File: src/rtl/led_step_tick_gen.sv
// led_step_tick_gen: conditions the s0/s1/pause switches (2-flop sync + debounce),
// decodes the ring direction and emits a one-clk step pulse every (max+1) base ticks.
// Build option: define PAUSE_TOGGLE_EN to make pause_raw a push-to-toggle button
// instead of a level switch.
module led_step_tick_gen #(
  parameter int unsigned PRESCALE  = 1_000_000,
  parameter int unsigned DB_CYCLES = 500_000,
  parameter int unsigned MAX_W     = 8
) (
  input  logic             clk,
  input  logic             rst,
  input  logic             s0_raw,
  input  logic             s1_raw,
  input  logic             pause_raw,
  input  logic [MAX_W-1:0] max,
  output logic             step,
  output logic             fwd,
  output logic             rev,
  output logic             home,
  output logic             paused
);

  localparam int unsigned N_IN   = 3;
  localparam int unsigned IDX_S0 = 0;
  localparam int unsigned IDX_S1 = 1;
  localparam int unsigned IDX_PS = 2;
  localparam int unsigned PCNT_W = $clog2(PRESCALE);
  localparam int unsigned DB_W   = (DB_CYCLES > 1) ? $clog2(DB_CYCLES) : 1;
  localparam logic [PCNT_W-1:0] PCNT_LAST = PCNT_W'(PRESCALE - 1);
  localparam logic [DB_W-1:0]   DB_LAST   = DB_W'(DB_CYCLES - 1);

  logic [N_IN-1:0]           r_sync0;
  logic [N_IN-1:0]           r_sync1;
  logic [N_IN-1:0]           r_deb;
  logic [N_IN-1:0][DB_W-1:0] r_db_cnt;
  logic [PCNT_W-1:0]         r_pcnt;
  logic [MAX_W-1:0]          r_qcnt;

  logic w_fwd_nxt;
  logic w_rev_nxt;
  logic w_home_nxt;
  logic w_mode_chg;
  logic w_run;
  logic w_tick;
  logic w_paused_nxt;

  // Synchronise raw inputs and accept a new level only after DB_CYCLES equal samples
  always_ff @(posedge clk or negedge rst) begin
    if (!rst) begin
      r_sync0  <= '0;
      r_sync1  <= '0;
      r_deb    <= '0;
      r_db_cnt <= '0;
    end else begin
      r_sync0 <= {pause_raw, s1_raw, s0_raw};
      r_sync1 <= r_sync0;
      for (int i = 0; i < int'(N_IN); i++) begin
        if (r_sync1[i] == r_deb[i]) begin
          r_db_cnt[i] <= '0;
        end else if (r_db_cnt[i] == DB_LAST) begin
          r_deb[i]    <= r_sync1[i];
          r_db_cnt[i] <= '0;
        end else begin
          r_db_cnt[i] <= r_db_cnt[i] + DB_W'(1);
        end
      end
    end
  end

  // Direction decode, mode-change detect and base-tick qualification
  always_comb begin
    w_fwd_nxt = 1'b0;
    w_rev_nxt = 1'b0;
    case ({r_deb[IDX_S1], r_deb[IDX_S0]})
      2'b10:   w_fwd_nxt = 1'b1;
      2'b01:   w_rev_nxt = 1'b1;
      default: ;
    endcase
    w_home_nxt = ~(w_fwd_nxt | w_rev_nxt);
    w_mode_chg = ({w_fwd_nxt, w_rev_nxt, w_home_nxt} != {fwd, rev, home});
    w_run      = ~paused & ~home;
    w_tick     = w_run & (r_pcnt == PCNT_LAST);
  end

`ifdef PAUSE_TOGGLE_EN
  logic r_pause_deb_q;

  // Remember last debounced pause level for rising-edge detection
  always_ff @(posedge clk or negedge rst) begin
    if (!rst) begin
      r_pause_deb_q <= 1'b0;
    end else begin
      r_pause_deb_q <= r_deb[IDX_PS];
    end
  end

  // Each debounced press flips the pause state
  always_comb begin
    w_paused_nxt = paused;
    if (r_deb[IDX_PS] && !r_pause_deb_q) begin
      w_paused_nxt = ~paused;
    end
  end
`else
  // Pause follows the debounced switch level
  always_comb begin
    w_paused_nxt = r_deb[IDX_PS];
  end
`endif

  // Registered mode and pause outputs; reset shows the all-on home pattern
  always_ff @(posedge clk or negedge rst) begin
    if (!rst) begin
      fwd    <= 1'b0;
      rev    <= 1'b0;
      home   <= 1'b1;
      paused <= 1'b0;
    end else begin
      fwd    <= w_fwd_nxt;
      rev    <= w_rev_nxt;
      home   <= w_home_nxt;
      paused <= w_paused_nxt;
    end
  end

  // Prescaler and period counter; a mode change restarts the period and suppresses step
  always_ff @(posedge clk or negedge rst) begin
    if (!rst) begin
      r_pcnt <= '0;
      r_qcnt <= '0;
      step   <= 1'b0;
    end else if (w_mode_chg) begin
      r_pcnt <= '0;
      r_qcnt <= '0;
      step   <= 1'b0;
    end else begin
      step <= 1'b0;
      if (w_run) begin
        r_pcnt <= w_tick ? '0 : r_pcnt + PCNT_W'(1);
      end
      if (w_tick) begin
        if (r_qcnt >= max) begin
          r_qcnt <= '0;
          step   <= 1'b1;
        end else begin
          r_qcnt <= r_qcnt + MAX_W'(1);
        end
      end
    end
  end

endmodule
File: config.mk
export PLATFORM = sky130hd
export DESIGN_NAME = led_step_tick_gen
export DESIGN_NICKNAME = d
export VERILOG_FILES = /design/src/rtl/led_step_tick_gen.sv
export SDC_FILE = /design/constraint.sdc
export NUM_CORES = 1
export LEC_CHECK = 0
export CAP_MARGIN = 20
export CELL_PAD_IN_SITES_DETAIL_PLACEMENT = 0
export CELL_PAD_IN_SITES_GLOBAL_PLACEMENT = 1
export CORE_MARGIN = 2
export CORE_UTILIZATION = 52
export DETAILED_ROUTE_END_ITERATION = 7
export GPL_ROUTABILITY_DRIVEN = 0
export GPL_TIMING_DRIVEN = 0
export PLACE_DENSITY_LB_ADDON = 0.1
export SLEW_MARGIN = 20
export SYNTH_ARGS = -nofsm -noshare
export SYNTH_HDL_FRONTEND = slang
export SYNTH_SLANG_ARGS = --single-unit
File: constraint.sdc
create_clock -name clk -period 3.16 [get_ports clk]
set_input_delay 0.632 -clock clk [delete_from_list [all_inputs] [get_ports clk]]
set_output_delay 0.632 -clock clk [all_outputs]
set_load 0.03 [all_outputs]
==> Word level (Yosys, flattened, before mapping) <==
Index checks and enable logic that the tools add are counted.
{ "classes": {"addsub": 5, "n_reduce_logical": 5, "eq_ne": 10, "n_shift": 0, "n_mux": 17, "bitwise": 9, "div": 0, "n_mul": 0, "magnitude_cmp": 1} }
{ "ops": {"columns": ["operator", "n"], "rows": [
  ["2-to-1 mux 19 bit", 6],
  ["2-to-1 mux 20 bit", 3],
  ["adder 19 x 1 -> 19 bit (second input constant)", 3],
  ["== test 19 bit (second input constant)", 3],
  ["2-to-1 mux 8 bit", 3],
  ["adder 20 x 1 -> 20 bit (second input constant)", 1],
  ["== test 20 bit (second input constant)", 1],
  ["adder 8 x 1 -> 8 bit (second input constant)", 1],
  ["greater-or-equal comparator 8 bit", 1],
  ["inverter 1 bit", 6],
  ["AND reduction 2 bit", 3],
  ["2-to-1 mux 1 bit", 5],
  ["nonzero test 2 bit", 2],
  ["== test 1 bit", 3],
  ["!= test 3 bit", 1],
  ["AND 1 bit", 2],
  ["== test 2 x 1 -> 1 bit (second input constant)", 1],
  ["== test 2 bit (second input constant)", 1],
  ["OR 1 bit", 1]
]} }
{ "word_totals": {"n_memories": 0, "wordCells": 62, "ram_bits": 0, "ff_bits": 99, "latchBits": 0, "mem_bits_ro": 0, "out_inout_bits": 5} }

==> Depth between registers and ports, before layout <==
Gate-level depths: netlist of run 1.
{ "logic_depth": {"ltp_word": 6, "mapped_depth": 8, "ltp_nobuf": 7} }

==> Least setup slack after synthesis of run 1 <==
No wires, ideal clock.
{ "synth_timing": {"path_type": "input-to-reg", "start": "in max[1]", "end": "reg r_qcnt[1]", "path_slack_ns": 0.892, "arrival_time_ns": 2.190, "setup_time_ns": 0.078, "n_path_buf": 1, "path_stages": 8, "path_cell_list": "inv_1 > ha_1 > or4_1 > a21oi_1 > o31ai_1 > clkbuf_1 > or3_1 > a21oi_1"} }
{ "synth_via": {"elab_chain_cells": 4} }
{ "synth_rtl": {"columns": ["item", "line_no", "rtl"], "rows": [
  ["start, declared", "15", "input logic [MAX_W-1:0] max,"],
  ["greater-or-equal comparator 8 bit", "142", "if (r_qcnt >= max) begin"],
  ["2-to-1 mux 8 bit", "142", null],
  ["2-to-1 mux 8 bit", "141", "if (w_tick) begin"],
  ["2-to-1 mux 8 bit", "132", "end else if (w_mode_chg) begin"],
  ["end signal, assigned", "146", "r_qcnt <= r_qcnt + MAX_W'(1);"],
  ["end, declared", "37", "logic [MAX_W-1:0] r_qcnt;"]
]} }
No other way between the ends. The select of a mux whose other input is x is not followed.
A chain may end at the register's enable or synchronous reset.

==> Final worst setup path of run 1 <==
{ "layout_timing": {"start": "in max[1]", "end": "reg r_qcnt[0]"} }
Same word-level chain as after synthesis.

==> results of run 1 <==
[flip-flops by register name, indices dropped and copies added, names as in the netlist]
signal    flops
fwd           1
home          1
paused        1
r_db_cnt     57
r_deb         3
r_pcnt       20
r_qcnt        8
r_sync0       3
r_sync1       3
rev           1
step          1
[cell usage in the layout (no fill, tap or decap), types with 3 or more instances in the layout]
cell type / Yosys / layout
dfrtp_1: 98 / 98
nor2_1: 93 / 93
xor2_1: 38 / 38
nand2_1: 37 / 37
nand3_1: 36 / 36
xnor2_1: 36 / 36
inv_1: 24 / 24
nand4_1: 20 / 20
clkdlybuf4s50_1: 0 / 16
ha_1: 15 / 15
and3_1: 13 / 13
nor3_1: 12 / 12
clkbuf_8: 0 / 9
nor4_1: 8 / 8
clkbuf_1: 7 / 8
a21oi_1: 8 / 8
or2_2: 5 / 5
o32ai_1: 5 / 5
and4_1: 4 / 4
or3_1: 4 / 4
a21o_1: 4 / 4
nor3b_1: 4 / 4
buf_2: 3 / 3
nand2b_1: 3 / 3
o21ai_0: 3 / 3
a31o_2: 3 / 3
[worst max path at each step]
| stage | slack (ns) | endpoint | from |
|---|---|---|---|
| after detailed placement | 0.26 | r_qcnt[1] | max[1] |
| after floorplan | 0.89 | r_qcnt[1] | max[1] |
| after global routing | 0.45 | r_db_cnt[10] | r_db_cnt[0] |
| after CTS | 0.64 | r_qcnt[1] | max[3] |
| after global placement | -2.21 | r_db_cnt[32] | rst |
| final | 0.62 | r_qcnt[0] | max[1] |
[cell type report]
class / count / area (µm²)
buffer: 12 / 56.3
clock buffer: 10 / 128
clock inverter: 6 / 71.3
fill: 809 / 3740
inverter: 24 / 90.1
multi-input combinational: 374 / 2320
sequential: 99 / 2480
tap: 129 / 161
timing repair buffer: 18 / 199
[power by group]
group	switching, µW	internal (µW)
Clock	447	376
Combinational	52.1	33.9
Sequential	11.8	1280
Total	511	1690
[per-layer routing]
layer	vias up	track usage [%]	wire length, µm
met5	-	0	0
met4	0	5.93	97
li1	1792	-	-
met3	9	4.49	320
met2	56	31.2	4220
met1	1717	27.3	4520
[cells by family after synthesis]
| group | after synthesis |
|---|---|
| xor+xnor | 74 |
| simple gates | 255 |
| flops | 99 |
| mux | 1 |
| compound gates | 29 |
| fa+ha+maj | 15 |
| buf+inv | 36 |
[synthesized netlist by cell type, types with 3 or more instances]
cell      instances  area, µm²
nor3_1           12       60.1
or2_2             5       31.3
xnor2_1          36        315
o21ai_0           3       15.0
nor4_1            8       50.1
nand3_1          36        180
and3_1           13       81.3
a21o_1            4       30.0
and4_1            4       35.0
nand4_1          20        125
nand2_1          37        139
nand2b_1          3       18.8
or3_1             4       25.0
clkbuf_1          7       26.3
a21oi_1           8       40.0
o32ai_1           5       43.8
nor2_1           93        349
dfrtp_1          98       2450
buf_2             3       15.0
ha_1             15        188
inv_1            24       90.1
xor2_1           38        333
nor3b_1           4       30.0
a31o_2            3       26.3
[critical path: stages]
cell,delay [ns]
clkdlybuf4s50_1,0.46
inv_1,0.04
ha_1,0.18
or4_1,0.51
a21oi_1,0.14
o31ai_1,0.11
clkbuf_1,0.23
or3_1,0.39
a21oi_1,0.14
[per-stage QoR]
stage / cells / area [µm²]
final: 672 / 5500
after global routing: 672 / 5500
after CTS: 672 / 5500
after detailed placement: 656 / 5300
after global placement: 655 / 5270
after floorplan: 509 / 4940
==> summary.txt, run 1 <==
Detailed routing
  • DRC violations left: 0
  • Routed wire length: 9160 µm
  • DR vias: 3574
  • Initial drt markers: 110
  • Final antenna-violating net count: 0
  • 1st-pass router iterations: 5
  • Per-cell routed wire length: 13.6 µm
  • Via/cell ratio: 5.32

Clock network
  • Clk root buf: clkbuf_8
  • Max clock buf depth: 2
  • CTS Hold Bufs: 0
  • CTS tree: built
  • Worst skew pair latency: 0.36 ns
  • Total CTS buffers: 9
  • Post-CTS Setup Repair Bufs: 0
  • CTS clk-pin slew, worst paths: 0.09 ns
  • Post-CTS resize count: 0
  • Htree depth: 3
  • Clock sinks: 99

Job
  • Max Cap Viol: 0

STA
  • Worst Max-Slew Pin Slew: 0.804 ns
  • Worst Setup Slack, final: 0.621 ns
  • # setup viols final: 0
  • Achievable Freq: 394 MHz
  • Slew Viols, Final: 0
  • Worst clock skew: 0.0106 ns
  • RSZ-0062 raised after global routing: false
  • Final period util: 80.3%
  • Relative slew margins: 45.9%
  • Worst Hold Slack: 0.137 ns
  • Hold Fails Final Rpt: 0
  • Final min period: 2.54 ns
  • TNS Setup: 0 ns

Layout
  • Area growth from synthesis to layout: 11.3%
  • Antenna cells: 0
  • Fin nets: 566
  • Util after Layout: 59.5%
  • Layout cells sized above 1: 6.45%

Place
  • Post-DP HPWL: 6390 µm
  • Pre-CTS setup slack: 0.260 ns
  • IO Port Bufs: 17

Floorplan
  • Chip height: 101 µm
  • Die width: 101 µm
  • Core Rows: 35
  • Core Region: 0.00924 mm²
  • I/O Pins: 18
  • Initial Util: 53.5%
  • Die footprint: 0.0103 mm²

Global routing
  • Vias in the first global route: 3486
  • Largest net degree at the start of global routing: 69
  • GR Overflow Total: 0
  • Antenna violations before repair: 0
  • GRT Overall Usage: 19.7%
  • First-pass GRT wire length: 16100 µm

Worst setup path
  • Worst EP arrival: 2.82 ns
  • Max FO, Critical Path: 10
  • R2R Path Start: r_db_cnt[0]
  • CP required: 3.44 ns
  • Critical Path Source Type: input pin
  • Crit Reg-Reg Endpoint: r_db_cnt[11]
  • R2R cell count: 7
  • CP Capture Type: flip-flop
  • Register-to-Register Setup Slack: 0.80 ns
  • Crit path kind: input pin to flip-flop

Synthesis
  • Post-synth ARST share: 100%
  • Cell Area, Synth: 0.00494 mm²
  • Seq/Total Area, Yosys: 50.2%
  • Adder-Cell Fraction of Synth Area: 3.80%
  • Syn Area/Cell: 9.71 µm²
  • Post-synth cell types: 44
  • Post-synth EDFFs: 0
  • Synth Area in Simple Gates: 25.7%
  • Register bit total from synthesis: 99
  • Largest family of logic cells by synthesized area: simple AND/OR/NAND/NOR gates
  • Syn Inst Count: 509
  • Mux cell area share after synthesis: 0.228%
  • Post-Syn Nets: 537
  • Top FF cell, synth: dfrtp_1
  • Synth Area in Compound Gates: 4.08%
  • Syn. warnings: 0
  • Post-Synth XOR/XNOR Area: 13.1%

Power
  • Peak supply drop: 0.208 mV
  • Leak: 0.00244 µW
  • Power density over cell area: 400 mW/mm²
  • Total power: 2200 µW

Hold path
  • Hold WC Path Type: input pin to asynchronous set/reset pin

Outcome
  • Status: complete, no violations
Note: power is estimated with default switching activity, not from simulation.
==> run 2, diff against run 1 <==
--- a/config.mk
+++ b/config.mk
@@ -9,7 +9,7 @@
 export CELL_PAD_IN_SITES_DETAIL_PLACEMENT = 0
 export CELL_PAD_IN_SITES_GLOBAL_PLACEMENT = 1
 export CORE_MARGIN = 2
-export CORE_UTILIZATION = 52
+export CORE_UTILIZATION = 48
 export DETAILED_ROUTE_END_ITERATION = 7
 export GPL_ROUTABILITY_DRIVEN = 0
 export GPL_TIMING_DRIVEN = 0
==> constraint.sdc (replaced) <==
create_clock -name clk -period 2.4 [get_ports clk]
set_input_delay 0.48 -clock clk [delete_from_list [all_inputs] [get_ports clk]]
set_output_delay 0.48 -clock clk [all_outputs]
set_load 0.03 [all_outputs]
==> run 2 against run 1 <==
Effect of this change: critical path depth did not move; via count down 1.4%; sequential power is 32% higher; total power increased by 32%; global-route usage is 1.2 points lower; register-to-register slack got worse by 0.58 ns; die area up 8.0%; clock skew fell by 0.0042 ns.
==> summary.txt, run 2 (same netlist as run 1, synthesis figures left out) <==
Clock network
  • Htree depth: 3 (unchanged)
  • Clk root buf: clkbuf_8
  • Clock sinks: 99 (unchanged)
  • Max clock buf depth: 2 (unchanged)
  • CTS clk-pin slew, worst paths: 0.10 ns (about the same)
  • Worst skew pair latency: 0.38 ns (+0.02 ns)
  • CTS tree: built
  • Total CTS buffers: 9 (unchanged)

Outcome
  • Status: complete, no violations

Power
  • Total power: 2910 µW (+32%)
  • Leak: 0.00245 µW (+0.56%)
  • Peak supply drop: 0.381 mV (+83%)
  • Power density over cell area: 525 mW/mm² (+31%)

Job
  • Max Cap Viol: 0 (unchanged)

Detailed routing
  • DR vias: 3525 (-1.4%)
  • Per-cell routed wire length: 13.7 µm (+0.86%)
  • Initial drt markers: 136 (+24%)
  • DRC violations left: 0 (unchanged)
  • Final antenna-violating net count: 0 (unchanged)
  • Routed wire length: 9320 µm (+1.8%)
  • 1st-pass router iterations: 4 (-1)
  • Via/cell ratio: 5.20 (-2.2%)

Place
  • Pre-CTS setup slack: -0.423 ns (-0.683 ns)
  • Post-DP HPWL: 6480 µm (+1.3%)
  • Post-placement cell count: 663 (+1.1%)
  • IO Port Bufs: 17 (unchanged)
  • Post-DP Area: 0.00531 mm² (+0.17%)

STA
  • Hold Fails Final Rpt: 0 (unchanged)
  • Final period util: 96.0%
  • RSZ-0062 raised after global routing: false
  • Final min period: 2.30 ns
  • Achievable Freq: 434 MHz
  • Worst Setup Slack, final: 0.0969 ns (-0.525 ns)
  • Relative slew margins: 47.1% (+1.2 points)
  • Worst Max-Slew Pin Slew: 0.786 ns (-0.0177 ns)
  • Worst clock skew: 0.00635 ns (-0.00422 ns)
  • # setup viols final: 0 (unchanged)
  • Worst Hold Slack: 0.356 ns (+0.219 ns)
  • Slew Viols, Final: 0 (unchanged)

Worst setup path
  • Crit path kind: input pin to flip-flop
  • Worst path slowest cell: or4_1
  • Register-to-Register Setup Slack: 0.22 ns (-0.58 ns)
  • Worst EP arrival: 2.61 ns (-0.21 ns)
  • CP peak stage delay: 0.52 ns (about the same)
  • CP required: 2.71 ns (-0.73 ns)
  • CP Cell Sequence: clkdlybuf4s50_1, inv_1, ha_1, or4_1, a21oi_2, o31ai_1, buf_4, or3_1, a21oi_2
  • Cell mode on critical path: a21oi_2
  • Max FO, Critical Path: 10 (unchanged)
  • Critical Path Source Type: input pin
  • CP Capture Type: flip-flop

Global routing
  • Largest net degree at the start of global routing: 78 (+13%)
  • Vias in the first global route: 3497 (+0.32%)
  • GR Overflow Total: 0 (unchanged)
  • GRT Overall Usage: 18.5% (-1.2 points)
  • First-pass GRT wire length: 16600 µm (+2.6%)
  • Antenna violations before repair: 0 (unchanged)

Layout
  • Max reg flops: 57 (unchanged)
  • Fin nets: 565 (-0.18%)
  • Antenna cells: 0 (unchanged)
  • # fillers: 921 (+14%)
  • Most frequent cells in the layout: dfrtp_1 (98), nor2_1 (93), xor2_1 (38), nand2_1 (37)
  • Non-Filler Instances: 678 (+0.89%)
  • Most common cell after layout, fill and taps aside: dfrtp_1
  • Area growth from synthesis to layout: 12.2%
  • Layout cells sized above 1: 7.75% (+1.3 points)
  • Largest registers: r_db_cnt x57, r_pcnt x20, r_qcnt x8
  • Final instance area: 0.00554 mm² (+0.77%)
  • Top reg by flops: r_db_cnt

Floorplan
  • Core Rows: 37 (+5.7%)
  • Die width: 105 µm (+3.9%)
  • Initial Util: 48.7% (-4.7 points)
  • I/O Pins: 18 (unchanged)
  • Core Region: 0.0101 mm² (+9.7%)
  • Die footprint: 0.0111 mm² (+8.0%)
  • Chip height: 105 µm (+3.9%)

Hold path
  • Hold WC Path Type: flip-flop to flip-flop
run 2: changes by cell type in the layout (fill, tap and decap cells not counted), sizes merged:
cell         change
inv              -1
buf              -1
dlygate4sd3      +1
clkbuf           -1
clkinv           +2
clkinvlp         -1
run 2: power by group:
group	leakage (µW)	internal [µW]	switching (µW)
Clock	0.000103	495	601
Sequential	0.00136	1680	15.5
Combinational	0.000990	45.6	69.5
Total	0.00245	2220	686
run 2: final cells by class:
cell class	instances	area (µm²)	area share [%]
Tap cell	136	170	3.07
Inverter	24	90.1	1.62
Multi-Input combinational cell	374	2340	42.2
Sequential cell	99	2480	44.7
Timing Repair Buffer	19	209	3.77
Clock buffer	10	128	2.30
Clock inverter	6	72.6	1.31
Buffer	10	53.8	0.970
run 2: metrics by stage:
step / setup TNS (ns) / util [%]
floorplan: 0 / -
global placement: -290.56 / 52.1
detailed placement: -3.53 / 52.4
CTS: 0 / 54.5
global route: 0 / 54.7
finish: 0 / 54.7
run 2: final timing paths:
path	to	depth (start not counted)	start
setup / recovery	r_qcnt[0]	9	max[2]
hold / removal	r_sync1[2]	0	r_sync0[2]
setup reg to reg	r_qcnt[4]	5	r_pcnt[11]
min in group asynchronous	r_db_cnt[15]	2	rst
max in group asynchronous	home	3	rst
hold reg to reg	r_sync1[2]	0	r_sync0[2]
run 2: routing by layer:
metal | track usage [%] | up-vias | routed length (µm)
met5 | 0 | - | 0
met4 | 4.29 | 0 | 87
met3 | 5.63 | 8 | 327
met2 | 28.1 | 45 | 4030
met1 | 26.3 | 1687 | 4870
li1 | - | 1785 | -
run 2: critical path: cells and delay by family:
kind / cells / cell delay (ns)
compound gates: 3 / 0.36
fa+ha+maj: 1 / 0.19
buf+inv: 3 / 0.67
simple gates: 2 / 0.89
run 2: timing repair:
action	CTS	global route
buffers inserted	0	0
resized for setup	2	9
hold buffers	1	0
endpoints found under the hold margin	22	0
pin swaps	0	0
endpoints found under the setup margin	11	37
